===== src/rtl/nn_lstm_bptt_sched.sv =====
// ---------------------------------------------------------------------------
// nn_lstm_bptt_sched
//
// Sequencer for the LSTM back-propagation-through-time delta datapath. It
// walks the stored time steps from T_STEPS-1 down to 0. For each step it
// issues a one-cycle clear to the datapath, opens a STREAM_LEN-cycle
// bitstream window, drives the 2-bit R_condition pattern from an LFSR, and
// flags the first processed step so the delta_*_next inputs can be gated.
//
// Optional feature (compile-time macro NN_BPTT_TRUNC_EN):
//   adds input trunc_len, latched on start. The pass runs
//   min(trunc_len, T_STEPS) steps, with 0 meaning T_STEPS. The walk still
//   starts at T_STEPS-1.
//
// Ports:
//   CLK        in   clock, rising edge
//   INIT       in   asynchronous active-high reset
//   start      in   begin a pass (sampled only in IDLE)
//   abort      in   synchronous cancel back to IDLE, no done
//   stall      in   freeze the stream window (RUN only)
//   trunc_len  in   [TW:0] step limit (NN_BPTT_TRUNC_EN only)
//   busy       out  high in every state except IDLE
//   done       out  one-cycle pulse at the end of a pass
//   t_idx      out  [TW-1:0] current time index / history address
//   step_clr   out  one-cycle datapath clear per step
//   stream_en  out  bitstream-valid strobe
//   first_step out  high throughout the step with t_idx == T_STEPS-1
//   step_done  out  one-cycle pulse at the end of each step
//   rc         out  [1:0] R_condition bits, zero outside RUN
// ---------------------------------------------------------------------------
module nn_lstm_bptt_sched #(
  parameter int          T_STEPS    = 8,
  parameter int          STREAM_LEN = 256,
  parameter logic [15:0] LFSR_SEED  = 16'hACE1,
  parameter int          TW         = (T_STEPS > 1) ? $clog2(T_STEPS) : 1,
  parameter int          CW         = $clog2(STREAM_LEN + 1)
) (
  input  logic          CLK,
  input  logic          INIT,
  input  logic          start,
  input  logic          abort,
  input  logic          stall,
`ifdef NN_BPTT_TRUNC_EN
  input  logic [TW:0]   trunc_len,
`endif
  output logic          busy,
  output logic          done,
  output logic [TW-1:0] t_idx,
  output logic          step_clr,
  output logic          stream_en,
  output logic          first_step,
  output logic          step_done,
  output logic [1:0]    rc
);

  typedef enum logic [2:0] {
    S_IDLE,
    S_CLEAR,
    S_RUN,
    S_STEP_END,
    S_DONE
  } state_t;

  localparam logic [TW-1:0] T_LAST   = TW'(T_STEPS - 1);
  localparam logic [CW-1:0] CNT_LAST = CW'(STREAM_LEN - 1);

  state_t        state_q, state_d;
  logic [TW-1:0] t_idx_q, t_idx_d;
  logic [CW-1:0] cnt_q,   cnt_d;
  logic [15:0]   lfsr_q,  lfsr_d;
  logic [1:0]    rc_q,    rc_d;
  logic [15:0]   lfsr_step;
  logic          last_step;

  // Fibonacci LFSR x^16+x^14+x^13+x^11+1, shifting toward bit 0.
  assign lfsr_step = {lfsr_q[0] ^ lfsr_q[2] ^ lfsr_q[3] ^ lfsr_q[5], lfsr_q[15:1]};

`ifdef NN_BPTT_TRUNC_EN
  // Steps remaining after the current one; the pass ends when it hits zero.
  logic [TW-1:0] rem_q, rem_d;
  logic [TW:0]   trunc_steps;

  always_comb begin
    if (trunc_len == '0 || trunc_len > (TW+1)'(T_STEPS)) trunc_steps = (TW+1)'(T_STEPS);
    else                                                   trunc_steps = trunc_len;
  end

  assign last_step = (rem_q == '0);
`else
  assign last_step = (t_idx_q == '0);
`endif

  always_comb begin
    // NOTE: every combinational output and next-state value gets a default
    // here, so no path through the case below can infer a latch.
    state_d   = state_q;
    t_idx_d   = t_idx_q;
    cnt_d     = cnt_q;
    lfsr_d    = lfsr_q;
    done      = 1'b0;
    step_clr  = 1'b0;
    stream_en = 1'b0;
    step_done = 1'b0;
`ifdef NN_BPTT_TRUNC_EN
    rem_d     = rem_q;
`endif

    unique case (state_q)
      S_IDLE: begin
        if (start) begin
          state_d = S_CLEAR;
          t_idx_d = T_LAST;
          lfsr_d  = LFSR_SEED;
          cnt_d   = '0;
`ifdef NN_BPTT_TRUNC_EN
          rem_d   = TW'(trunc_steps - (TW+1)'(1));
`endif
        end
      end
      S_CLEAR: begin
        step_clr = 1'b1;
        cnt_d    = '0;
        state_d  = S_RUN;
      end
      S_RUN: begin
        // A stalled cycle is not consumed: counter and LFSR both hold.
        if (!stall) begin
          stream_en = 1'b1;
          cnt_d     = cnt_q + CW'(1);
          lfsr_d    = lfsr_step;
          if (cnt_q == CNT_LAST) state_d = S_STEP_END;
        end
      end
      S_STEP_END: begin
        step_done = 1'b1;
        if (last_step) begin
          state_d = S_DONE;
        end else begin
          t_idx_d = t_idx_q - TW'(1);
`ifdef NN_BPTT_TRUNC_EN
          rem_d   = rem_q - TW'(1);
`endif
          state_d = S_CLEAR;
        end
      end
      S_DONE: begin
        done    = 1'b1;
        state_d = S_IDLE;
      end
      default: state_d = S_IDLE;
    endcase

    // Abort overrides everything except in IDLE, where start keeps priority.
    // The pulses of the aborted cycle are suppressed and t_idx holds.
    if (abort && state_q != S_IDLE) begin
      state_d   = S_IDLE;
      t_idx_d   = t_idx_q;
      done      = 1'b0;
      step_clr  = 1'b0;
      step_done = 1'b0;
    end

    // rc mirrors the LFSR state the next cycle will see, and is zero
    // whenever that cycle is not a RUN cycle.
    rc_d = (state_d == S_RUN) ? {lfsr_d[8], lfsr_d[0]} : 2'b00;
  end

  // NOTE: sequential state uses non-blocking assignments so every register
  // samples pre-edge values regardless of statement order.
  always_ff @(posedge CLK or posedge INIT) begin
    if (INIT) begin
      state_q <= S_IDLE;
      t_idx_q <= '0;
      cnt_q   <= '0;
      lfsr_q  <= LFSR_SEED;
      rc_q    <= 2'b00;
`ifdef NN_BPTT_TRUNC_EN
      rem_q   <= '0;
`endif
    end else begin
      state_q <= state_d;
      t_idx_q <= t_idx_d;
      cnt_q   <= cnt_d;
      lfsr_q  <= lfsr_d;
      rc_q    <= rc_d;
`ifdef NN_BPTT_TRUNC_EN
      rem_q   <= rem_d;
`endif
    end
  end

  assign busy       = (state_q != S_IDLE);
  assign t_idx      = t_idx_q;
  assign rc         = rc_q;
  assign first_step = busy && (t_idx_q == T_LAST) && (state_q != S_DONE);

endmodule


===== config.mk =====
export PLATFORM = sky130hd
export DESIGN_NAME = nn_lstm_bptt_sched
export DESIGN_NICKNAME = d
export VERILOG_FILES = /design/src/rtl/nn_lstm_bptt_sched.sv
export SDC_FILE = /design/constraint.sdc
export NUM_CORES = 1
export LEC_CHECK = 0
export CORE_UTILIZATION = 59
export CTS_CLUSTER_SIZE = 10
export DETAILED_ROUTE_END_ITERATION = 10
export PLACE_DENSITY_LB_ADDON = 0.12
export SLEW_MARGIN = 20
export SYNTH_ARGS = -nofsm -noshare
export SYNTH_HDL_FRONTEND = slang
export SYNTH_SLANG_ARGS = --single-unit

===== constraint.sdc =====
create_clock -name CLK -period 4.57 [get_ports CLK]
set_clock_uncertainty 0.1 [all_clocks]
set_input_delay 0.914 -clock CLK [delete_from_list [all_inputs] [get_ports CLK]]
set_output_delay 0.914 -clock CLK [all_outputs]
set_load 0.005 [all_outputs]

### Yosys cells after proc, flatten, opt, wreduce, memory -nomap -nowiden

Cells that the tools add are included.

| storage, ports and cells | value |
|---|---|
| output and inout port bits | 11 |
| input port bits | 5 |
| bits in registers | 33 |
| word-level logic and storage cells | 59 |

| operators by class | value |
|---|---|
| bitwise gates (word level) | 4 |
| add/subtract/negate cells | 2 |
| reductions and logical operators | 12 |
| equal/unequal tests | 11 |
| muxes and demuxes | 24 |

Operator list:

| operator | number |
|---|---|
| 2-to-1 mux 16 bit | 2 |
| case mux 16 bit (2 select lines) | 1 |
| case mux 9 bit (3 select lines) | 1 |
| 2-to-1 mux 3 bit | 7 |
| 2-to-1 mux 9 bit | 2 |
| case mux 3 bit (4 select lines) | 1 |
| adder 9 x 1 -> 9 bit, second input constant | 1 |
| equality test 3 x 2 -> 1 bit, second input constant | 3 |
| equality test 9 x 8 -> 1 bit, second input constant | 1 |
| 2-to-1 mux 1 bit | 8 |
| equality test 3 bit, second input constant | 2 |
| zero test 3 bit | 2 |
| != test 2 bit, second input constant | 3 |
| case mux 3 bit (2 select lines) | 1 |
| AND reduction 3 bit | 2 |
| nonzero test 3 bit | 2 |
| AND reduction 4 bit | 1 |
| nonzero test 2 bit | 2 |
| equality test 3 x 1 -> 1 bit, second input constant | 1 |
| logical AND 1 bit | 3 |
| != test 3 bit, second input constant | 1 |
| subtractor 3 x 1 -> 3 bit, second input constant | 1 |
| bitwise XOR 1 bit | 3 |
| 2-to-1 mux 2 bit | 1 |
| inverter 1 bit | 1 |

### Logic depth before layout (Yosys ltp)

Gate-level depths: netlist of run 1.

| depth | value |
|---|---|
| depth after elaboration | 7 |
| mapped depth | 9 |
| gate-level depth less buffers | 9 |

### Worst setup path after synthesis of run 1

Ideal clock, no wire load.

| path | value |
|---|---|
| path kind | in2out |
| start | input port stall |
| end | output port stream_en |
| path buffers | 1 |
| slack | 1.810 ns |
| stages | 3 |
| data required time | 3.556 ns |
| data arrival time | 1.746 ns |
| cells stage by stage | or4b_4 > inv_2 > buf_2 |

| between the ends | value |
|---|---|
| longest elaborated chain between the ends | 2 |

RTL lines:

| item | line | text |
|---|---|---|
| start, declared | 42 | `input logic stall,` |
| 2-to-1 mux 1 bit | 127 | `if (!stall) begin` |
| 2-to-1 mux 1 bit | 108 | `unique case (state_q)` |
| end, declared | 50 | `output logic stream_en,` |

No other way between the ends.

### Worst setup path after layout of run 1

Same ends and word-level chain as after synthesis.

==> flow_summary.yaml, run 1 <==
pwr:
  p_leak_nw: 0.799
  powerDensity_mw_per_mm2: 468
  combPwrFrac_pct: 32.3
  clkPwrFrac_pct: 18.1
  worst_ir_drop_vdd_v: 0.000294
  swShare_pct: 33.5
  seq_power_share_pct: 49.5
  intPower_mw: 0.553
  p_switching_mw: 0.279
hold_path:
  min_path_type: "reg2reg"
grt:
  grt_max_degree: 32
  grt_pass1_wl_um: 4690
  grt_pass1_vias: 1090
  grt.overflow.total: 0
  grt_util_all_layers_pct: 23.7
  antenna_found_initial: 0
clocking:
  post_cts_buffers: 0
  clkTransAtPathRegs_ns: 0.10
  cts_buffers: 5
  clockBufferDepth: 2
  postCtsResizedCells: 0
  cts_tree: "yes"
  cts_root_buf: "clkbuf_4"
  clock-sinks: 33
  htree_levels: 2
  clock_latency_ns: 0.33
  cts_hold_buffers: 0
setup_path:
  crit_family: "buffers and inverters"
  crit_type: "in2out"
  r2r-start: "state_q[0]"
  path_max_fanout: 17
  reg2regPathDepth: 5
  crit_slowest_cell: "or4b_4"
  crit_top_cell: "clkdlybuf4s50_1"
  crit_cells: 4
  regToRegSetupSlack_ns: 2.45
  slowest_delay_ns: 0.63
  setup.worst_path.start: "stall"
  critPathArrivalTime_ns: 2.81
  worstPathRequired_ns: 3.56
  start_kind: "primary input"
  r2r-end: "cnt_q[7]"
  worst-path-buf-inv: 3
  endpoint: "stream_en"
  end_kind: "output pin"
  crit_chain: "clkdlybuf4s50_1 -> or4b_4 -> inv_2 -> clkdlybuf4s50_1"
die:
  rows: 18
  start_util_pct: 62.5
  die_h_um: 53.4
  die_w_um: 53.4
  die_area_mm2: 0.00286
  io-pin-count: 16
  core_mm2: 0.00250
route:
  vias_per_cell: 5.85
  wl_per_cell_um: 14.7
  via_count: 1140
  initialDrtViolationCount: 22
  highest_layer: "met4"
  dr_wl_met3_um: 168
  route.detailed.drc: 0
  wl_met1_um: 1340
  wl_um: 2870
  antenna_left: 0
  wl_met2_um: 1300
  drt-pass1-iter-count: 4
flow_run:
  maxCapViolCount: 0
placed_design:
  postPlaceCellArea_mm2: 0.00173
  placedCellCount: 187
  port_buffers: 15
  dp.final_hpwl_um: 2030
  place_congestion: 0.776
finish:
  drive_above_1_share_pct: 14.5
  final_util_pct: 71.2
  diodes: 0
  fin_nets: 174
  syn_to_final_growth_pct: 13.9
  layout.cells.non_filler: 195
  design_area_mm2: 0.00178
timing:
  finalSetupViolCount: 0
  period_share_pct: 83.6
  maxSlewHeadroom_pct: 58.3
  rsz0062_at_grt: "no"
  slew_violations: 0
  min_period_ns: 3.82
  hold_viol_final: 0
  tightestPinTransition_ns: 0.624
  fmax_mhz: 262
  hold_slack_ns: 0.404
  tns_ns: 0
synthesis:
  yosysSeqAreaShare_pct: 53.5
  synth_fp_nets: 156
  ys_types: 42
  ys_ff_latch: 33
  synthArstFlopShare_pct: 100
  syn_area_mm2: 0.00156
  avgSynthCellArea_um2: 10.7
  syn_inst: 146
  synth_edf_count: 0
  synthFlopType: "dfrtp_1"
  ys_warn_count: 0
outcome:
  status: "finished clean"
## routing by layer
layer / vias up / GRT usage, %
met5: - / 0
li1: 553 / -
met1: 543 / 29.2
met4: 0 / 11.0
met3: 7 / 9.48
met2: 37 / 35.8
## worst register-to-register path, stage by stage, from the launching register on
cell	delay [ns]
dfrtp_1	0.51
or4b_4	0.65
inv_2	0.27
and4_1	0.29
xnor2_1	0.14
nor2_1	0.06
## flip-flops by register name (all words and copies together) (netlist names)
register	cells
lfsr_q	16
cnt_q	9
state_q	3
t_idx	3
rc	2
## kinds of logic (layout without fill, tap and decap cells)
| logic type | after synthesis | after routing | synth area share (%) |
|---|---|---|---|
| buffers and inverters | 12 | 31 | 3.52 |
| xor gates and xnor gates | 5 | 5 | 2.80 |
| DFF | 33 | 33 | 53.5 |
| adders and majority gates | 5 | 5 | 4.01 |
| AOI/OAI and AO/OA | 38 | 38 | 18.4 |
| and+or+nand+nor | 53 | 53 | 17.8 |
## cells in the final DEF (no fill, tap or decap), types with 6 or more instances in the layout
master,netlist,final
o21ai_1,8,8
clkdlybuf4s50_1,0,15
dfrtp_1,25,25
dfstp_2,8,8
nor2_1,11,11
a22o_1,8,8
nand2_1,15,15
o22a_1,6,6
## synth_stat cells (2+ instances only)
| cell type | instances | area share (%) |
|---|---|---|
| dfrtp_1 | 25 | 40 |
| nand2_1 | 15 | 3.6 |
| nor2_1 | 11 | 2.6 |
| a22o_1 | 8 | 4.5 |
| dfstp_2 | 8 | 13 |
| o21ai_1 | 8 | 2.6 |
| inv_1 | 6 | 1.4 |
| o22a_1 | 6 | 3.4 |
| ha_1 | 5 | 4.0 |
| nor2b_1 | 5 | 2.0 |
| and3_1 | 4 | 1.6 |
| nand2b_1 | 4 | 1.6 |
| nand3_1 | 3 | 0.96 |
| nor3_1 | 3 | 0.96 |
| xor2_1 | 3 | 1.7 |
| a21oi_1 | 2 | 0.64 |
| buf_2 | 2 | 0.64 |
| o21a_1 | 2 | 0.96 |
| o21ai_0 | 2 | 0.64 |
| xnor2_1 | 2 | 1.1 |
## area by class of cell
cell class,count,area [um^2]
multi-input cells,101,671
clock buffers,6,41.3
inverters,7,26.3
well taps,30,37.5
clock inverters,2,10.0
fillers,180,721
repair buffers,16,158
flip-flops and latches,33,836
## power by group through the flow
| stage | clock network [mW] | logic [mW] | registers, mW |
|---|---|---|---|
| floorplan | 0 | 0.201 | 0.392 |
| global placement | 0 | 0.264 | 0.414 |
| detailed placement | 0 | 0.271 | 0.417 |
| CTS | 0.155 | 0.272 | 0.412 |
| global route | 0.168 | 0.300 | 0.421 |
| finish | 0.151 | 0.269 | 0.412 |
## per-stage QoR
stage	power [mW]	setup slack, ns
after floorplan	0.592	1.81
after CTS	0.840	0.751
after detailed placement	0.688	0.751
final	0.832	0.749
after global routing	0.889	0.672
after global placement	0.678	0.785
## worst min-delay path by stage
stage | cells after the start | from | endpoint
6_report | 1 | cnt_q[2] | cnt_q[2]
3_5_place_dp | 1 | cnt_q[2] | cnt_q[2]
4_1_cts | 1 | cnt_q[2] | cnt_q[2]
5_1_grt | 1 | lfsr_q[1] | lfsr_q[1]
3_3_place_gp | 2 | cnt_q[8] | cnt_q[8]
2_1_floorplan | 1 | cnt_q[2] | cnt_q[2]
No activity file was read; power rests on OpenSTA's default activity.
==> run 2: changes to the inputs <==
Settings changed: CORE_UTILIZATION 59 to 50.
Clock period 4.57 ns to 3.5 ns, I/O delays scaled along.
==> run 2 against run 1 <==
- sequential power grew 31%
- sequential share of layout area is 1.1 points lower
- combinational power is 33% higher
- highest routed layer unchanged
- wire length is 4.1% higher
- core utilization down 7.3 points
- global-route usage down 3.2 points
- clock power is 96% higher
- count of clock-buffer cells in the layout grew 1
- first-iteration DRC count rose by 45%
- critical path type unchanged
- critical path depth is the same
==> flow_summary.yaml, run 2 (synthesis gave the netlist of run 1 again) <==
outcome:
  status: "finished clean"
clocking:
  clockBufferDepth: 2
  htree_levels: 2
  post_cts_buffers: 0
  cts_hold_buffers: 0
  clkTransAtPathRegs_ns: 0.10
  postCtsResizedCells: 0
  cts_root_buf: "clkbuf_4"
  clock-sinks: 33
  clock_latency_ns: 0.33
  cts_buffers: 5
  cts_tree: "yes"
finish:
  final_common_cell: "dfrtp_1"
  syn_to_final_growth_pct: 16.7
  mostFrequentLayoutCells: "25 x dfrtp_1, 15 x nand2_1, 15 x clkdlybuf4s50_1"
  top_register: "lfsr_q"
  fin_nets: 175
  drive_above_1_share_pct: 14.5
  largest_register_ffs: 16
  reg.largest.list: "lfsr_q (16), cnt_q (9)"
  final.fill_count: 241
  diodes: 0
route:
  wl_per_cell_um: 15.2
  wl_um: 2990
  vias_per_cell: 5.93
  drt-pass1-iter-count: 4
  route.detailed.drc: 0
  via_count: 1169
  antenna_left: 0
  initialDrtViolationCount: 32
timing:
  fin_ws_ns: 0.341
  hold_viol_final: 0
  tns_ns: 0
  rsz0062_at_grt: "no"
  maxSlewHeadroom_pct: 67.7
  tightestPinTransition_ns: 0.483
  slew_violations: 0
  period_share_pct: 90.3
  finalSetupViolCount: 0
  hold_slack_ns: 0.412
  fmax_mhz: 317
  min_period_ns: 3.16
die:
  die_w_um: 57.9
  core_mm2: 0.00285
  die_area_mm2: 0.00335
  io-pin-count: 16
  rows: 19
  die_h_um: 57.9
  start_util_pct: 54.7
placed_design:
  dp.final_hpwl_um: 2070
  port_buffers: 15
  place_congestion: 0.744
  place_ws_ns: 0.336
flow_run:
  maxCapViolCount: 0
setup_path:
  r2r-start: "state_q[0]"
  crit_type: "in2out"
  setup.worst_path.start: "stall"
  path_max_fanout: 11
  worstPathRequired_ns: 2.70
  r2r-end: "cnt_q[7]"
  end_kind: "output pin"
  reg2regPathDepth: 6
  start_kind: "primary input"
  critPathArrivalTime_ns: 2.36
  regToRegSetupSlack_ns: 1.40
hold_path:
  min_from: "lfsr_q[14]"
  min_path_type: "reg2reg"
  hold_path_depth: 1
  holdPathEnd: "lfsr_q[14]"
grt:
  grt_util_all_layers_pct: 20.5
  grt_pass1_wl_um: 5090
  antenna_found_initial: 0
  grt_pass1_vias: 1115
  grt.overflow.total: 0
  grt_max_degree: 34
pwr:
  p_leak_nw: 0.819
  worst_ir_drop_vdd_v: 0.000352
  powerDensity_mw_per_mm2: 655
==> run 2: how the worst max path moves through the flow <==
stage                      to  slack, ns  cells past startpoint
finish              stream_en       0.34                      4
floorplan           stream_en       1.17                      3
detailed placement  stream_en       0.34                      4
global placement    stream_en       0.36                      4
global route        stream_en       0.29                      4
CTS                 stream_en       0.34                      4
==> run 2: critical path, cell delays in order <==
cell	delay, ns
clkdlybuf4s50_1	0.44
or4b_4	0.64
inv_2	0.09
clkdlybuf4s50_1	0.49
==> run 2: final cells by class <==
| class | count | area [um^2] | area share, % |
|---|---|---|---|
| tap | 31 | 38.8 | 2.13 |
| timing repair buffer | 17 | 165 | 9.07 |
| multi-input combinational | 101 | 671 | 36.8 |
| sequential | 33 | 836 | 45.9 |
| clock buffer | 7 | 55.1 | 3.02 |
| inverter | 7 | 26.3 | 1.44 |
| clock inverter | 1 | 30.0 | 1.65 |
==> run 2: per-layer routing <==
layer  global-route usage, %  routed length [um]
met5                       0                   0
met4                    8.50                  44
met3                    7.14                 126
met2                    31.4                1410
met1                    26.7                1410
==> run 2: through the flow <==
step	cell area, um^2	utilization [%]	total power [mW]	std cells
2_1_floorplan	1560	-	0.774	146
3_3_place_gp	1740	60.9	0.892	189
3_5_place_dp	1740	60.9	0.900	189
4_1_cts	1820	63.9	1.20	197
5_1_grt	1820	63.9	1.26	197
6_report	1820	63.9	1.19	197
==> run 2: power by group <==
group	internal, mW	switching [mW]	leakage, nW
registers	0.469	0.0702	0.413
logic	0.180	0.178	0.360
clock network	0.171	0.126	0.0455
total	0.820	0.374	0.819
